--- config.mk ---
export PLATFORM = sky130hd
export DESIGN_NAME = mult_sequencer
export DESIGN_NICKNAME = d
export VERILOG_FILES = /design/src/rtl/mult_pkg.sv /design/src/rtl/mult_datapath.sv /design/src/rtl/mult_sequencer.sv
export SDC_FILE = /design/constraint.sdc
export NUM_CORES = 1
export LEC_CHECK = 0
export BUFFER_PORTS_ARGS = -buffer_cell sky130_fd_sc_hd__buf_2
export CORE_MARGIN = 4
export CORE_UTILIZATION = 44
export CTS_BUF_LIST = sky130_fd_sc_hd__clkbuf_8
export DETAILED_ROUTE_END_ITERATION = 8
export SETUP_SLACK_MARGIN = 0.4
export SLEW_MARGIN = 10
export SYNTH_ARGS = -nofsm -noshare
export SYNTH_HDL_FRONTEND = slang
export SYNTH_HIERARCHICAL = 1
export SYNTH_SLANG_ARGS = --single-unit
--- constraint.sdc ---
create_clock -name clk_i -period 7.5 [get_ports clk_i]
set_clock_uncertainty 0.15 [all_clocks]
set_input_delay 0.75 -clock clk_i [delete_from_list [all_inputs] [get_ports clk_i]]
set_output_delay 0.75 -clock clk_i [all_outputs]
set_load 0.01 [all_outputs]
--- src/rtl/mult_pkg.sv ---
// ============================================================================
// Module   : mult_pkg
// Purpose  : Shared definitions for the HI/LO multiply sequencer: the FSM state
//            encoding, the default operand width and the iteration-counter
//            width helper.
// Revision : 1.0 - initial release
// ============================================================================
`default_nettype none

package mult_pkg;

  // Default operand width. HI and LO are each this wide.
  localparam int MULT_DATA_W = 32;

  // Sequencer states.
  typedef enum logic [1:0] {
    IDLE = 2'd0,
    RUN  = 2'd1,
    FIX  = 2'd2
  } state_e;

  // The counter must hold values 0..width-1 with headroom for the increment
  // performed on the final iteration.
  function automatic int cnt_width(input int width);
    return $clog2(width) + 1;
  endfunction

  localparam int MULT_CNT_W = cnt_width(MULT_DATA_W);

endpackage : mult_pkg

`default_nettype wire

--- src/rtl/mult_datapath.sv ---
// ============================================================================
// Module   : mult_datapath
// Purpose  : Radix-2 shift-add datapath for the multiply sequencer. Holds the
//            accumulator, shifted multiplicand, shifted multiplier, the result
//            sign and the architectural HI/LO pair.
// Ports    : clk_i          - system clock
//            rst_ni         - synchronous reset, active low
//            load_i         - latch operand magnitudes, clear accumulator
//            step_i         - perform one shift-add iteration
//            commit_i       - write (optionally negated) accumulator to HI/LO
//            sign_i         - operands are signed (MULT) when high
//            src_a_i        - multiplicand
//            src_b_i        - multiplier
//            mplier_last_o  - multiplier becomes zero after the current shift
//            hi_o / lo_o    - product words
// Revision : 1.0 - initial release
// ============================================================================
`default_nettype none

module mult_datapath
  import mult_pkg::*;
#(
  parameter int DATA_W = MULT_DATA_W
) (
  input  logic              clk_i,
  input  logic              rst_ni,
  input  logic              load_i,
  input  logic              step_i,
  input  logic              commit_i,
  input  logic              sign_i,
  input  logic [DATA_W-1:0] src_a_i,
  input  logic [DATA_W-1:0] src_b_i,
  output logic              mplier_last_o,
  output logic [DATA_W-1:0] hi_o,
  output logic [DATA_W-1:0] lo_o
);

  localparam int PROD_W = 2 * DATA_W;

  logic [PROD_W-1:0] acc_q,    acc_d;
  logic [PROD_W-1:0] mcand_q,  mcand_d;
  logic [DATA_W-1:0] mplier_q, mplier_d;
  logic              neg_q,    neg_d;
  logic [DATA_W-1:0] hi_q,     hi_d;
  logic [DATA_W-1:0] lo_q,     lo_d;

  logic [DATA_W-1:0] a_mag;
  logic [DATA_W-1:0] b_mag;
  logic [PROD_W-1:0] result;

  // Magnitudes only for signed operands. The most-negative value negates to
  // itself, which read as unsigned is exactly its magnitude.
  assign a_mag  = (sign_i && src_a_i[DATA_W-1]) ? -src_a_i : src_a_i;
  assign b_mag  = (sign_i && src_b_i[DATA_W-1]) ? -src_b_i : src_b_i;
  assign result = neg_q ? -acc_q : acc_q;

  // Looks at the multiplier as it will be after this cycle's shift.
  assign mplier_last_o = (mplier_q[DATA_W-1:1] == '0);

  always_comb begin
    acc_d    = acc_q;
    mcand_d  = mcand_q;
    mplier_d = mplier_q;
    neg_d    = neg_q;
    hi_d     = hi_q;
    lo_d     = lo_q;
    // Load has priority so that a restart discards any in-flight work.
    if (load_i) begin
      acc_d    = '0;
      mcand_d  = {{DATA_W{1'b0}}, a_mag};
      mplier_d = b_mag;
      neg_d    = sign_i & (src_a_i[DATA_W-1] ^ src_b_i[DATA_W-1]);
    end else if (step_i) begin
      if (mplier_q[0]) begin
        acc_d = acc_q + mcand_q;
      end
      mcand_d  = mcand_q << 1;
      mplier_d = mplier_q >> 1;
    end else if (commit_i) begin
      {hi_d, lo_d} = result;
    end
  end

  always_ff @(posedge clk_i) begin
    if (!rst_ni) begin
      acc_q    <= '0;
      mcand_q  <= '0;
      mplier_q <= '0;
      neg_q    <= 1'b0;
      hi_q     <= '0;
      lo_q     <= '0;
    end else begin
      acc_q    <= acc_d;
      mcand_q  <= mcand_d;
      mplier_q <= mplier_d;
      neg_q    <= neg_d;
      hi_q     <= hi_d;
      lo_q     <= lo_d;
    end
  end

  assign hi_o = hi_q;
  assign lo_o = lo_q;

endmodule : mult_datapath

`default_nettype wire

--- src/rtl/mult_sequencer.sv ---
// ============================================================================
// Module   : mult_sequencer
// Purpose  : Iterative MULT/MULTU sequencer owning the HI/LO register pair.
//            Runs a radix-2 shift-add multiply and stalls MFHI/MFLO reads
//            while a multiply is in flight.
// Config   : MULT_EARLY_TERM_EN - when defined, the multiply finishes as soon
//            as the remaining multiplier bits are all zero.
// Ports    : clk_i        - system clock, rising edge
//            rst_ni       - synchronous reset, active low
//            start_mult_i - start strobe (restarts if already running)
//            mult_sign_i  - 1 = MULT (signed), 0 = MULTU
//            src_a_i      - multiplicand (rs)
//            src_b_i      - multiplier (rt)
//            hilo_rd_i    - MFHI/MFLO in decode
//            busy_o       - multiply in flight (registered)
//            done_o       - one-cycle pulse after HI/LO update (registered)
//            stall_o      - hilo_rd_i & busy_o (combinational)
//            hi_o / lo_o  - product words (registered)
// Revision : 1.0 - initial release
// ============================================================================
`default_nettype none

module mult_sequencer
  import mult_pkg::*;
#(
  parameter int DATA_W = MULT_DATA_W
) (
  input  logic              clk_i,
  input  logic              rst_ni,
  input  logic              start_mult_i,
  input  logic              mult_sign_i,
  input  logic [DATA_W-1:0] src_a_i,
  input  logic [DATA_W-1:0] src_b_i,
  input  logic              hilo_rd_i,
  output logic              busy_o,
  output logic              done_o,
  output logic              stall_o,
  output logic [DATA_W-1:0] hi_o,
  output logic [DATA_W-1:0] lo_o
);

  localparam int CNT_W = cnt_width(DATA_W);
  localparam logic [CNT_W-1:0] LAST_ITER = CNT_W'(DATA_W - 1);

`ifdef MULT_EARLY_TERM_EN
  localparam bit EARLY_TERM = 1'b1;
`else
  localparam bit EARLY_TERM = 1'b0;
`endif

  state_e           state_q, state_d;
  logic [CNT_W-1:0] count_q, count_d;
  logic             busy_q,  busy_d;
  logic             done_q,  done_d;

  logic load;
  logic step;
  logic commit;
  logic mplier_last;
  logic last_iter;

  // The final RUN iteration is either the fixed one, or (with early
  // termination) the one that shifts out the last set multiplier bit.
  assign last_iter = (count_q == LAST_ITER) || (EARLY_TERM && mplier_last);

  always_comb begin
    state_d = state_q;
    count_d = count_q;
    busy_d  = busy_q;
    done_d  = 1'b0;
    load    = 1'b0;
    step    = 1'b0;
    commit  = 1'b0;

    unique case (state_q)
      IDLE: begin
      end
      RUN: begin
        step    = 1'b1;
        count_d = count_q + 1'b1;
        if (last_iter) begin
          state_d = FIX;
        end
      end
      FIX: begin
        commit  = 1'b1;
        busy_d  = 1'b0;
        done_d  = 1'b1;
        state_d = IDLE;
      end
      default: begin
        state_d = IDLE;
        busy_d  = 1'b0;
      end
    endcase

    // A start in any state (re)loads operands and suppresses the commit of
    // the operation it replaces.
    if (start_mult_i) begin
      load    = 1'b1;
      step    = 1'b0;
      commit  = 1'b0;
      done_d  = 1'b0;
      busy_d  = 1'b1;
      count_d = '0;
      state_d = RUN;
    end
  end

  always_ff @(posedge clk_i) begin
    if (!rst_ni) begin
      state_q <= IDLE;
      count_q <= '0;
      busy_q  <= 1'b0;
      done_q  <= 1'b0;
    end else begin
      state_q <= state_d;
      count_q <= count_d;
      busy_q  <= busy_d;
      done_q  <= done_d;
    end
  end

  mult_datapath #(
    .DATA_W (DATA_W)
  ) u_datapath (
    .clk_i         (clk_i),
    .rst_ni        (rst_ni),
    .load_i        (load),
    .step_i        (step),
    .commit_i      (commit),
    .sign_i        (mult_sign_i),
    .src_a_i       (src_a_i),
    .src_b_i       (src_b_i),
    .mplier_last_o (mplier_last),
    .hi_o          (hi_o),
    .lo_o          (lo_o)
  );

  assign busy_o  = busy_q;
  assign done_o  = done_q;
  assign stall_o = hilo_rd_i & busy_q;

endmodule : mult_sequencer

`default_nettype wire

==> results.toml <==
[finish]
nets = 2086
instances_no_fill = 2430
fillers = 3322
final_cell_mix = "dfxtp_1, nand2_1, a211oi_1"
drive_gt1_frac = 0.120
layout_commonest_cell = "dfxtp_1"
area.growth.synth_to_final_pct = 11.8
fin_util = 0.498

[die]
die_height_um = 192
num_io_pins = 136
chipWidth_um = 192
initial_core_util = 0.446
die_area_um2 = 36900
num_rows = 67
core-area_um2 = 33400

[global_routing]
grt_pass1_wl_um = 66700
gr-total-overflow = 0
antenna_found_initial = 0
grt.total_usage = 0.217
grt_pass1_vias = 12900
grt_start_max_net_pins = 121

[clock_network]
postCtsSetupBuffers = 0
htreeDepth = 2
post_cts_resized = 0
cts-hold-fix-buffers = 0
cts_tree = "built"
clock-sinks = 235
cts_buffers = 43
clock_path_buffers = 3
insertion_delay_ns = 0.57
path_clk_slew_ns = 0.06
root_buffer = "clkbuf_8"

[pwr]
peakVddDrop_uv = 103
power_uw = 2860
powerDensity_nw_per_um2 = 172
p_leak_uw = 0.00662

[route]
first_iter_violations = 821
route.detailed.wl_per_inst_um = 16.9
dr_total_vias = 13900
wl_um = 41000
ant_nets = 0
via_per_inst = 5.70
drc = 0
drt_first_pass_iters = 6

[outcome]
outcome = "completed"

[setup_path]
worst_path_largest_cell_delay_ns = 0.57
critPathCaptureType = "register"
cp.required_ns = 7.83
crit_arrival_ns = 4.41
crit_chain = "or4_4 -> or4_4 -> or2_4 -> or3_4 -> or4_4 -> or3_1 -> o41ai_4 -> xnor2_1 -> nand2_1 -> a21oi_1"
cp_max_fo = 7
cp_slowest_cell = "or4_4"
critical_path_class = "reg2reg"
path_common_cell = "or4_4"
cp-start-kind = "register"

[timing]
tns_ns = 0
fmaxAchievable_mhz = 245
slew_headroom = 0.216
setup_violations = 0
fin_crit_sh = 0.544
rsz0062_at_grt = "false"
tightest_slew_ns = 1.18
hold_viol = 0
maxSlewViolCount = 0
min_period_ns = 4.08

[placed_design]
post-place-cells = 2352
hpwl_um = 29400
port_buffers = 135
gp_congestion = 0.941

[synth]
synth_fp_nets = 2019
netlist_area_um2 = 14900
syn_avg_cell_area_um2 = 7.92
ys_warn_count = 6
synthCells = 1882

[hold_path]
hp-class = "reg2reg"

[job]
drv_cap = 0
==> report_power, final <==
group / switching [uW] / internal [uW]
logic: 182 / 113
clock network: 558 / 709
registers: 23.3 / 1280
total: 764 / 2100
==> routing by layer <==
layer | vias to the layer above | global-route usage | share of wire
met5 | - | 0 | 0
li1 | 7010 | - | -
met2 | 330 | 0.341 | 0.44
met4 | 0 | 0.0606 | 0.024
met1 | 6462 | 0.312 | 0.49
met3 | 61 | 0.0273 | 0.051
==> layout make-up <==
cell class / count / area [um2] / area share
Antenna cell: 1 / 2.50 / 0.000150
Clock buffer: 56 / 771 / 0.0462
Clock inverter: 21 / 133 / 0.00796
Inverter: 28 / 108 / 0.00646
Multi-Input combinational cell: 1497 / 9640 / 0.578
Sequential cell: 235 / 4710 / 0.282
Tap cell: 448 / 561 / 0.0336
Timing Repair Buffer: 144 / 746 / 0.0447
==> final timing paths <==
kind | startpoint | to | slack, ns | cells past startpoint
max | u_datapath/acc_q[7] | u_datapath/hi_o[30] | 3.42 | 10
min reg2reg | u_datapath/hi_o[29] | u_datapath/hi_o[29] | 0.30 | 2
max reg2reg | u_datapath/acc_q[7] | u_datapath/hi_o[30] | 3.42 | 10
min | u_datapath/hi_o[29] | u_datapath/hi_o[29] | 0.30 | 2
==> flip-flops by register name, summed over array words and instances (netlist names) <==
register and flops:
u_datapath/acc_q 64, u_datapath/mcand_q 64, u_datapath/hi_o 32, u_datapath/lo_o 32
u_datapath/mplier_q 32, count_q 6, state_q 2, busy_o 1
done_o 1, u_datapath/neg_q 1
==> metrics by stage <==
step                      hold slack (ns)  setup WS (ns)  cell area, um2
after CTS                           0.304           3.43           16700
final                               0.302           3.42           16700
after detailed placement            0.298           3.43           15800
after floorplan                     0.285           3.78           14900
after global placement              0.293           3.49           15800
after global routing                0.316           3.25           16700
==> worst max-delay path, delay by kind of cell (launching register included) <==
| kind | cells | cell delay [ns] |
|---|---|---|
| and+or+nand+nor | 7 | 2.81 |
| xor gates and xnor gates | 1 | 0.15 |
| DFF | 1 | 0.37 |
| AOI/OAI and AO/OA | 2 | 0.52 |
(Power assumes the default switching activity.)
